[config.mk]
export PLATFORM = sky130hd
export DESIGN_NAME = hazard_ctrl_flat
export DESIGN_NICKNAME = d
export VERILOG_FILES = /design/src/rtl/hazard_ctrl_pkg.sv /design/src/rtl/hazard_ctrl_if.sv /design/src/rtl/hazard_ctrl_fwd_unit.sv /design/src/rtl/hazard_ctrl.sv /design/src/flat_wrapper.sv
export SDC_FILE = /design/constraint.sdc
export NUM_CORES = 1
export LEC_CHECK = 0
export CORE_MARGIN = 2
export CORE_UTILIZATION = 40
export DETAILED_ROUTE_END_ITERATION = 8
export GPL_TIMING_DRIVEN = 0
export PLACE_DENSITY = 0.86
export SETUP_SLACK_MARGIN = 0.1
export SYNTH_ARGS = -nofsm -noshare
export SYNTH_HDL_FRONTEND = slang
export SYNTH_HIERARCHICAL = 1
export SYNTH_SLANG_ARGS = --single-unit
[constraint.sdc]
create_clock -name i_clk -period 3.45 [get_ports i_clk]
set_clock_uncertainty 0.05 [all_clocks]
set_input_delay 0.5175 -clock i_clk [delete_from_list [all_inputs] [get_ports i_clk]]
set_output_delay 0.5175 -clock i_clk [all_outputs]
set_load 0.1 [all_outputs]
[src/rtl/hazard_ctrl_pkg.sv]
// riscv_pkg: shared definitions for the pipeline sequencing controller.
//   hz_state_t  - controller FSM states
//   FWD_*       - EX-stage operand forwarding selects
//   RESULT_LOAD - EX result-select encoding that marks a load
//   max_u()     - elaboration-time helper for sizing counters
package riscv_pkg;

  typedef enum logic [1:0] {
    S_INIT = 2'd0,
    S_RUN  = 2'd1,
    S_WAIT = 2'd2,
    S_ERR  = 2'd3
  } hz_state_t;

  localparam logic [1:0] FWD_RF  = 2'b00;
  localparam logic [1:0] FWD_WB  = 2'b01;
  localparam logic [1:0] FWD_MEM = 2'b10;

  localparam logic [1:0] RESULT_LOAD = 2'b01;

  function automatic int unsigned max_u(int unsigned a, int unsigned b);
    return (a > b) ? a : b;
  endfunction

endpackage

[src/rtl/hazard_ctrl_if.sv]
// hazard_ctrl_if: bundle of the stage observations the controller reads and
// the pipeline controls it drives.
//   master - datapath side: drives stage addresses/control bits, memory
//            handshake; receives stall/flush/hold/forward controls
//   slave  - hazard_ctrl side
interface hazard_ctrl_if #(
  parameter int ADDR_WIDTH = 5
);
  logic [ADDR_WIDTH-1:0] i_rs1_addr_d;
  logic [ADDR_WIDTH-1:0] i_rs2_addr_d;
  logic [ADDR_WIDTH-1:0] i_rs1_addr_e;
  logic [ADDR_WIDTH-1:0] i_rs2_addr_e;
  logic [ADDR_WIDTH-1:0] i_rd_addr_e;
  logic [1:0]            i_resultsrc_e;
  logic                  i_pcsrc_e;
  logic [ADDR_WIDTH-1:0] i_rd_addr_m;
  logic                  i_regwrite_m;
  logic [ADDR_WIDTH-1:0] i_rd_addr_w;
  logic                  i_regwrite_w;
  logic                  i_mem_req_m;
  logic                  i_mem_ack;

  logic                  o_stall_f;
  logic                  o_stall_d;
  logic                  o_flush_d;
  logic                  o_flush_e;
  logic                  o_hold_emw;
  logic [1:0]            o_fwd_a_e;
  logic [1:0]            o_fwd_b_e;
  logic                  o_mem_err;

  modport master (
    output i_rs1_addr_d, i_rs2_addr_d, i_rs1_addr_e, i_rs2_addr_e,
           i_rd_addr_e, i_resultsrc_e, i_pcsrc_e, i_rd_addr_m, i_regwrite_m,
           i_rd_addr_w, i_regwrite_w, i_mem_req_m, i_mem_ack,
    input  o_stall_f, o_stall_d, o_flush_d, o_flush_e, o_hold_emw,
           o_fwd_a_e, o_fwd_b_e, o_mem_err
  );

  modport slave (
    input  i_rs1_addr_d, i_rs2_addr_d, i_rs1_addr_e, i_rs2_addr_e,
           i_rd_addr_e, i_resultsrc_e, i_pcsrc_e, i_rd_addr_m, i_regwrite_m,
           i_rd_addr_w, i_regwrite_w, i_mem_req_m, i_mem_ack,
    output o_stall_f, o_stall_d, o_flush_d, o_flush_e, o_hold_emw,
           o_fwd_a_e, o_fwd_b_e, o_mem_err
  );
endinterface

[src/rtl/hazard_ctrl_fwd_unit.sv]
// fwd_unit: combinational EX-stage operand forwarding selects.
//   en                  - forwarding allowed (controller running)
//   rs1_e, rs2_e        - EX source registers
//   rd_m, regwrite_m    - MEM-stage writer
//   rd_w, regwrite_w    - WB-stage writer
//   fwd_a, fwd_b        - FWD_MEM / FWD_WB / FWD_RF select per operand
module fwd_unit
  import riscv_pkg::*;
#(
  parameter int ADDR_WIDTH = 5
) (
  input  logic                  en,
  input  logic [ADDR_WIDTH-1:0] rs1_e,
  input  logic [ADDR_WIDTH-1:0] rs2_e,
  input  logic [ADDR_WIDTH-1:0] rd_m,
  input  logic                  regwrite_m,
  input  logic [ADDR_WIDTH-1:0] rd_w,
  input  logic                  regwrite_w,
  output logic [1:0]            fwd_a,
  output logic [1:0]            fwd_b
);

  // MEM holds the younger write, so it wins over WB; x0 is never forwarded.
  function automatic logic [1:0] sel(input logic [ADDR_WIDTH-1:0] rs);
    if (regwrite_m && (rd_m != '0) && (rd_m == rs)) return FWD_MEM;
    if (regwrite_w && (rd_w != '0) && (rd_w == rs)) return FWD_WB;
    return FWD_RF;
  endfunction

  assign fwd_a = en ? sel(rs1_e) : FWD_RF;
  assign fwd_b = en ? sel(rs2_e) : FWD_RF;

endmodule

[src/rtl/hazard_ctrl.sv]
// hazard_ctrl: pipeline sequencing controller for the 5-stage RV32I core.
//   i_clk, i_rst_n - clock, asynchronous active-low reset
//   bus (slave)    - stage register addresses/control bits and memory
//                    handshake in; stall/flush/hold/forward controls and the
//                    sticky memory-timeout error out
// After reset the pipeline is flushed for RST_FLUSH_CYCLES cycles. A data
// memory access without ack freezes the back end; MEM_TIMEOUT consecutive
// wait cycles without ack lock the controller in S_ERR until reset.
module hazard_ctrl
  import riscv_pkg::*;
#(
  parameter int ADDR_WIDTH       = 5,
  parameter int RST_FLUSH_CYCLES = 2,
  parameter int MEM_TIMEOUT      = 255
) (
  input logic          i_clk,
  input logic          i_rst_n,
  hazard_ctrl_if.slave bus
);

  localparam int CNT_MAX = int'(max_u(RST_FLUSH_CYCLES, MEM_TIMEOUT));
  localparam int CNT_W   = $clog2(CNT_MAX + 1);

  localparam logic [CNT_W-1:0] INIT_LAST = CNT_W'(RST_FLUSH_CYCLES - 1);
  localparam logic [CNT_W-1:0] WAIT_LAST = CNT_W'(MEM_TIMEOUT);

  hz_state_t        state, state_nxt;
  logic [CNT_W-1:0] cnt, cnt_nxt;
  logic             mem_err;

  logic mem_wait, load_use, fwd_en;
  logic stall_f, stall_d, flush_d, flush_e, hold_emw;

  assign mem_wait = bus.i_mem_req_m & ~bus.i_mem_ack;
  assign load_use = (bus.i_resultsrc_e == RESULT_LOAD) && (bus.i_rd_addr_e != '0) &&
                    ((bus.i_rd_addr_e == bus.i_rs1_addr_d) ||
                     (bus.i_rd_addr_e == bus.i_rs2_addr_d));
  assign fwd_en   = (state == S_RUN) || (state == S_WAIT);

  // NOTE: sequential state uses non-blocking assignments so every register
  // samples pre-edge values regardless of statement order.
  always_ff @(posedge i_clk or negedge i_rst_n) begin
    if (!i_rst_n) begin
      state   <= S_INIT;
      cnt     <= '0;
      mem_err <= 1'b0;
    end else begin
      state   <= state_nxt;
      cnt     <= cnt_nxt;
      mem_err <= (state_nxt == S_ERR);
    end
  end

  // NOTE: every signal written here gets a default first, so no path can
  // leave one unassigned and infer a latch.
  always_comb begin
    state_nxt = state;
    cnt_nxt   = cnt;
    stall_f   = 1'b0;
    stall_d   = 1'b0;
    flush_d   = 1'b0;
    flush_e   = 1'b0;
    hold_emw  = 1'b0;

    unique case (state)
      S_INIT: begin
        stall_f = 1'b1;
        flush_d = 1'b1;
        flush_e = 1'b1;
        if (cnt == INIT_LAST) begin
          state_nxt = S_RUN;
          cnt_nxt   = '0;
        end else begin
          cnt_nxt = cnt + CNT_W'(1);
        end
      end

      S_RUN, S_WAIT: begin
        if (mem_wait) begin
          // Freeze the back end; EX contents are stale-held, so load-use and
          // branch decisions are deferred until the access completes.
          hold_emw = 1'b1;
          stall_f  = 1'b1;
          stall_d  = 1'b1;
          if (state == S_RUN) begin
            state_nxt = S_WAIT;
            cnt_nxt   = CNT_W'(1);
          end else if (cnt == WAIT_LAST) begin
            state_nxt = S_ERR;
          end else begin
            cnt_nxt = cnt + CNT_W'(1);
          end
        end else begin
          // The ack cycle (or any non-waiting cycle) behaves as plain RUN.
          state_nxt = S_RUN;
          cnt_nxt   = '0;
          if (bus.i_pcsrc_e) begin
            flush_d = 1'b1;
            flush_e = 1'b1;
          end else if (load_use) begin
            stall_f = 1'b1;
            stall_d = 1'b1;
            flush_e = 1'b1;
          end
        end
      end

      S_ERR: begin
        hold_emw = 1'b1;
        stall_f  = 1'b1;
        stall_d  = 1'b1;
      end

      default: state_nxt = S_INIT;
    endcase
  end

  fwd_unit #(.ADDR_WIDTH(ADDR_WIDTH)) u_fwd (
    .en         (fwd_en),
    .rs1_e      (bus.i_rs1_addr_e),
    .rs2_e      (bus.i_rs2_addr_e),
    .rd_m       (bus.i_rd_addr_m),
    .regwrite_m (bus.i_regwrite_m),
    .rd_w       (bus.i_rd_addr_w),
    .regwrite_w (bus.i_regwrite_w),
    .fwd_a      (bus.o_fwd_a_e),
    .fwd_b      (bus.o_fwd_b_e)
  );

  assign bus.o_stall_f  = stall_f;
  assign bus.o_stall_d  = stall_d;
  assign bus.o_flush_d  = flush_d;
  assign bus.o_flush_e  = flush_e;
  assign bus.o_hold_emw = hold_emw;
  assign bus.o_mem_err  = mem_err;

endmodule

[src/flat_wrapper.sv]
// flat-port wrapper written by rule: the top's interface ports become plain ports
module hazard_ctrl_flat import riscv_pkg::*;
#(
  parameter int ADDR_WIDTH       = 5,
  parameter int RST_FLUSH_CYCLES = 2,
  parameter int MEM_TIMEOUT      = 255
)
  (i_clk, i_rst_n, bus_i_rs1_addr_d, bus_i_rs2_addr_d, bus_i_rs1_addr_e, bus_i_rs2_addr_e, bus_i_rd_addr_e, bus_i_resultsrc_e, bus_i_pcsrc_e, bus_i_rd_addr_m, bus_i_regwrite_m, bus_i_rd_addr_w, bus_i_regwrite_w, bus_i_mem_req_m, bus_i_mem_ack, bus_o_stall_f, bus_o_stall_d, bus_o_flush_d, bus_o_flush_e, bus_o_hold_emw, bus_o_fwd_a_e, bus_o_fwd_b_e, bus_o_mem_err);
  hazard_ctrl_if #(.ADDR_WIDTH(ADDR_WIDTH)) bus_i ();
  input logic i_clk;
  input logic i_rst_n;
  input wire logic [$bits(bus_i.i_rs1_addr_d)-1:0] bus_i_rs1_addr_d;
  input wire logic [$bits(bus_i.i_rs2_addr_d)-1:0] bus_i_rs2_addr_d;
  input wire logic [$bits(bus_i.i_rs1_addr_e)-1:0] bus_i_rs1_addr_e;
  input wire logic [$bits(bus_i.i_rs2_addr_e)-1:0] bus_i_rs2_addr_e;
  input wire logic [$bits(bus_i.i_rd_addr_e)-1:0] bus_i_rd_addr_e;
  input wire logic [$bits(bus_i.i_resultsrc_e)-1:0] bus_i_resultsrc_e;
  input wire logic [$bits(bus_i.i_pcsrc_e)-1:0] bus_i_pcsrc_e;
  input wire logic [$bits(bus_i.i_rd_addr_m)-1:0] bus_i_rd_addr_m;
  input wire logic [$bits(bus_i.i_regwrite_m)-1:0] bus_i_regwrite_m;
  input wire logic [$bits(bus_i.i_rd_addr_w)-1:0] bus_i_rd_addr_w;
  input wire logic [$bits(bus_i.i_regwrite_w)-1:0] bus_i_regwrite_w;
  input wire logic [$bits(bus_i.i_mem_req_m)-1:0] bus_i_mem_req_m;
  input wire logic [$bits(bus_i.i_mem_ack)-1:0] bus_i_mem_ack;
  output wire logic [$bits(bus_i.o_stall_f)-1:0] bus_o_stall_f;
  output wire logic [$bits(bus_i.o_stall_d)-1:0] bus_o_stall_d;
  output wire logic [$bits(bus_i.o_flush_d)-1:0] bus_o_flush_d;
  output wire logic [$bits(bus_i.o_flush_e)-1:0] bus_o_flush_e;
  output wire logic [$bits(bus_i.o_hold_emw)-1:0] bus_o_hold_emw;
  output wire logic [$bits(bus_i.o_fwd_a_e)-1:0] bus_o_fwd_a_e;
  output wire logic [$bits(bus_i.o_fwd_b_e)-1:0] bus_o_fwd_b_e;
  output wire logic [$bits(bus_i.o_mem_err)-1:0] bus_o_mem_err;
  assign bus_i.i_rs1_addr_d = bus_i_rs1_addr_d;
  assign bus_i.i_rs2_addr_d = bus_i_rs2_addr_d;
  assign bus_i.i_rs1_addr_e = bus_i_rs1_addr_e;
  assign bus_i.i_rs2_addr_e = bus_i_rs2_addr_e;
  assign bus_i.i_rd_addr_e = bus_i_rd_addr_e;
  assign bus_i.i_resultsrc_e = bus_i_resultsrc_e;
  assign bus_i.i_pcsrc_e = bus_i_pcsrc_e;
  assign bus_i.i_rd_addr_m = bus_i_rd_addr_m;
  assign bus_i.i_regwrite_m = bus_i_regwrite_m;
  assign bus_i.i_rd_addr_w = bus_i_rd_addr_w;
  assign bus_i.i_regwrite_w = bus_i_regwrite_w;
  assign bus_i.i_mem_req_m = bus_i_mem_req_m;
  assign bus_i.i_mem_ack = bus_i_mem_ack;
  assign bus_o_stall_f = bus_i.o_stall_f;
  assign bus_o_stall_d = bus_i.o_stall_d;
  assign bus_o_flush_d = bus_i.o_flush_d;
  assign bus_o_flush_e = bus_i.o_flush_e;
  assign bus_o_hold_emw = bus_i.o_hold_emw;
  assign bus_o_fwd_a_e = bus_i.o_fwd_a_e;
  assign bus_o_fwd_b_e = bus_i.o_fwd_b_e;
  assign bus_o_mem_err = bus_i.o_mem_err;
  hazard_ctrl #(.ADDR_WIDTH(ADDR_WIDTH), .RST_FLUSH_CYCLES(RST_FLUSH_CYCLES), .MEM_TIMEOUT(MEM_TIMEOUT)) u_core (.i_clk(i_clk), .i_rst_n(i_rst_n), .bus(bus_i));
endmodule
==> impl_metrics.ini <==
[place]
gp_congestion = 0.833
place_hpwl_um = 2810
dp_slack_ps = -235
portBuffers = 53
placed_area_um2 = 1800

[setup_path]
cpPeakStageDelay_ps = 570
critical_path_class = input port to output pin
path_delay_family = buffers and inverters
cpMaxStageDelayCell = or4_1
r2r_setup_slack_ps = 1350
critPathRequiredTime_ps = 2880
path_buf_inv = 2
crit_path_max_fanout = 3
worstSetupStartpointType = input port
crit_arrival_ps = 2420
rr_endpoint = u_core/cnt[0]
path_cells = clkdlybuf4s50_1, or4_1, nor2_2, nor4_1, nor3_2, clkbuf_2
rr_startpoint = u_core/state[0]
rr_worst_depth = 6
cp-end-kind = output pin

[sta]
timing.final.crit_period_ps = 2990
setup_ws_ps = 459
finalHoldViolCount = 0
slew_headroom_pct = 34.5
setup_viol = 0
rsz0062_at_grt = false
fin_crit_sh_pct = 86.7
finalSetupTns_ps = 0
fmax_mhz = 334
tightest_slew_ps = 981
final-max-slew-violation-count = 0

[layout]
drive_gt1_share_pct = 12.8
fill_cells = 275
syn2layout_area_growth_pct = 46.0
n_antenna_cell = 0
final_area_um2 = 1790
mostFrequentLayoutCells = clkdlybuf4s50_1, xor2_1, dfrtp_1
layout.nets = 246
final_util_pct = 60.2
final_common_cell = clkdlybuf4s50_1

[power_and_ir_drop]
powerDensity_nw_per_um2 = 570
power.internal_uw = 418
ir_worst_vdd_mv = 0.169
power.total_uw = 1020
swShare_pct = 59.1
combPwrFrac_pct = 73.3
leakage_uw = 0.000704
p_clk_share_pct = 9.2
pwr-share-seq_pct = 17.6
p_switching_uw = 604

[drt]
ant_nets = 0
drcViolationCount = 0
wl_per_cell_um = 14.4
drtPass1Iterations = 4
dr.first_iter.drc_count = 29
vias = 1270
via_per_inst = 5.55
routed_wl_um = 3310

[die]
io_pins = 54
fp.dieH_um = 59.4
fp-row-count = 20
fp.dieArea_um2 = 3530
core_area_um2 = 2980
start_util_pct = 41.2
die_w_um = 59.4

[clocking]
htreeDepth = 1
insertion_delay_ps = 280
clkTransAtPathRegs_ps = 80
cts_tree = built
cts_sinks = 11
numCtsBuffers = 3
cts.path.max_buffers = 2
cts-root-buf = clkbuf_4
post_cts_buffers = 0

[synth]
synth.avg_cell_area_um2 = 8.83
syn-num-nets = 188
ys_types = 42
ys_top_cells_by_area = dfrtp_1, xor2_1, xnor2_1
synth_area_um2 = 1230
yosys_warnings = 6
synth_largest_area_cell = dfrtp_1
synth-seq-cells = 11
synth_top_area_share_pct = 22.4
syn_inst = 139
synth_seq_area_share_pct = 22.4

[run_status]
status = completed

[grt]
grtUsageTotal_pct = 19.9
grt_max_degree = 12
antenna_found_initial = 0
grt_pass1_wl_um = 5420
grt-ovfl-total = 0
grt_pass1_vias = 1253

[job]
max-cap-violations = 0

[worst_hold_path]
hp-class = input port to async pin
[per-layer routing]
metal	share of wire, %	track usage, %
met1	41	23.3
met2	54	37.2
met3	3.5	1.97
met4	2.1	6.49
met5	0	0
[flip-flops by register name, indices dropped and copies added (netlist names)]
register,flops
u_core/cnt,8
u_core/state,2
u_core/bus.o_mem_err,1
[per-stage QoR]
step | hold slack [ps] | instances
finish | 509 | 229
global route | 547 | 229
CTS | 509 | 229
detailed placement | 494 | 225
global placement | 477 | 225
floorplan | 172 | 139
[cells in the mapped netlist (all sizes together)]
library cell,number
a21oi,6
a221oi,1
a22oi,1
a31oi,5
and2,2
and3,1
and3b,1
and4b,1
buf,1
dfrtp,11
ha,5
inv,5
mux2i,1
nand2,6
nand2b,1
nand3,6
nand4,3
nand4bb,1
nor2,9
nor2b,2
nor3,9
nor4,2
nor4b,1
o2111ai,1
o211ai,1
o21ai,4
o21bai,4
o311ai,2
o31ai,4
o32ai,1
or3,4
or4,5
or4b,1
xnor2,10
xor2,21
[power groups by stage]
stage	logic (uW)	clock network (uW)	registers [uW]
floorplan	550	0	195
global placement	759	0	181
detailed placement	775	0	182
CTS	760	93.2	179
global route	798	97.3	182
finish	749	93.9	179
[worst register-to-register path: stages, from the launching register on]
cell and delay (ps):
dfrtp_1 440, inv_1 80, ha_1 470, nand4bb_1 260, o31ai_4 410, o21bai_1 180, mux2i_1 90
[repair_timing]
item                                    4_1_cts  5_1_grt
hold buffers                                  0        0
pin swaps                                     0        0
resized for setup                            10       17
endpoints found under the setup margin        8        9
gates cloned                                  0        0
[worst max-delay path by stage]
stage,cells past startpoint,startpoint,endpoint
2_1_floorplan,4,bus_i_rd_addr_e[2],bus_o_flush_e
3_3_place_gp,6,bus_i_rd_addr_m[1],bus_o_fwd_b_e[0]
3_5_place_dp,6,bus_i_rd_addr_m[1],bus_o_fwd_b_e[0]
4_1_cts,6,bus_i_rd_addr_m[1],bus_o_fwd_b_e[0]
5_1_grt,7,u_core/state[0],bus_o_stall_d
6_report,6,bus_i_rd_addr_m[1],bus_o_fwd_b_e[0]
[cells by family (layout without fill, tap and decap cells)]
group / after synthesis / after routing / share of synthesized area [%]
mux: 1 / 1 / 0.816
compound gates: 30 / 30 / 18.9
simple gates: 55 / 55 / 28.7
flops: 11 / 11 / 22.4
xor+xnor: 31 / 31 / 22.1
buf+inv: 6 / 63 / 1.94
fa+ha+maj: 5 / 5 / 5.10
[layout make-up]
cell class	instances	area [um^2]	share of cell area [%]
clock inverter	1	5.00	0.279
sequential	11	275	15.4
timing repair buffer	53	493	27.5
tap	33	41.3	2.30
clock buffer	3	22.5	1.26
inverter	5	18.8	1.05
multi-input combinational	122	931	52.0
buffer	1	5.00	0.279
(Power assumes the default switching activity.)
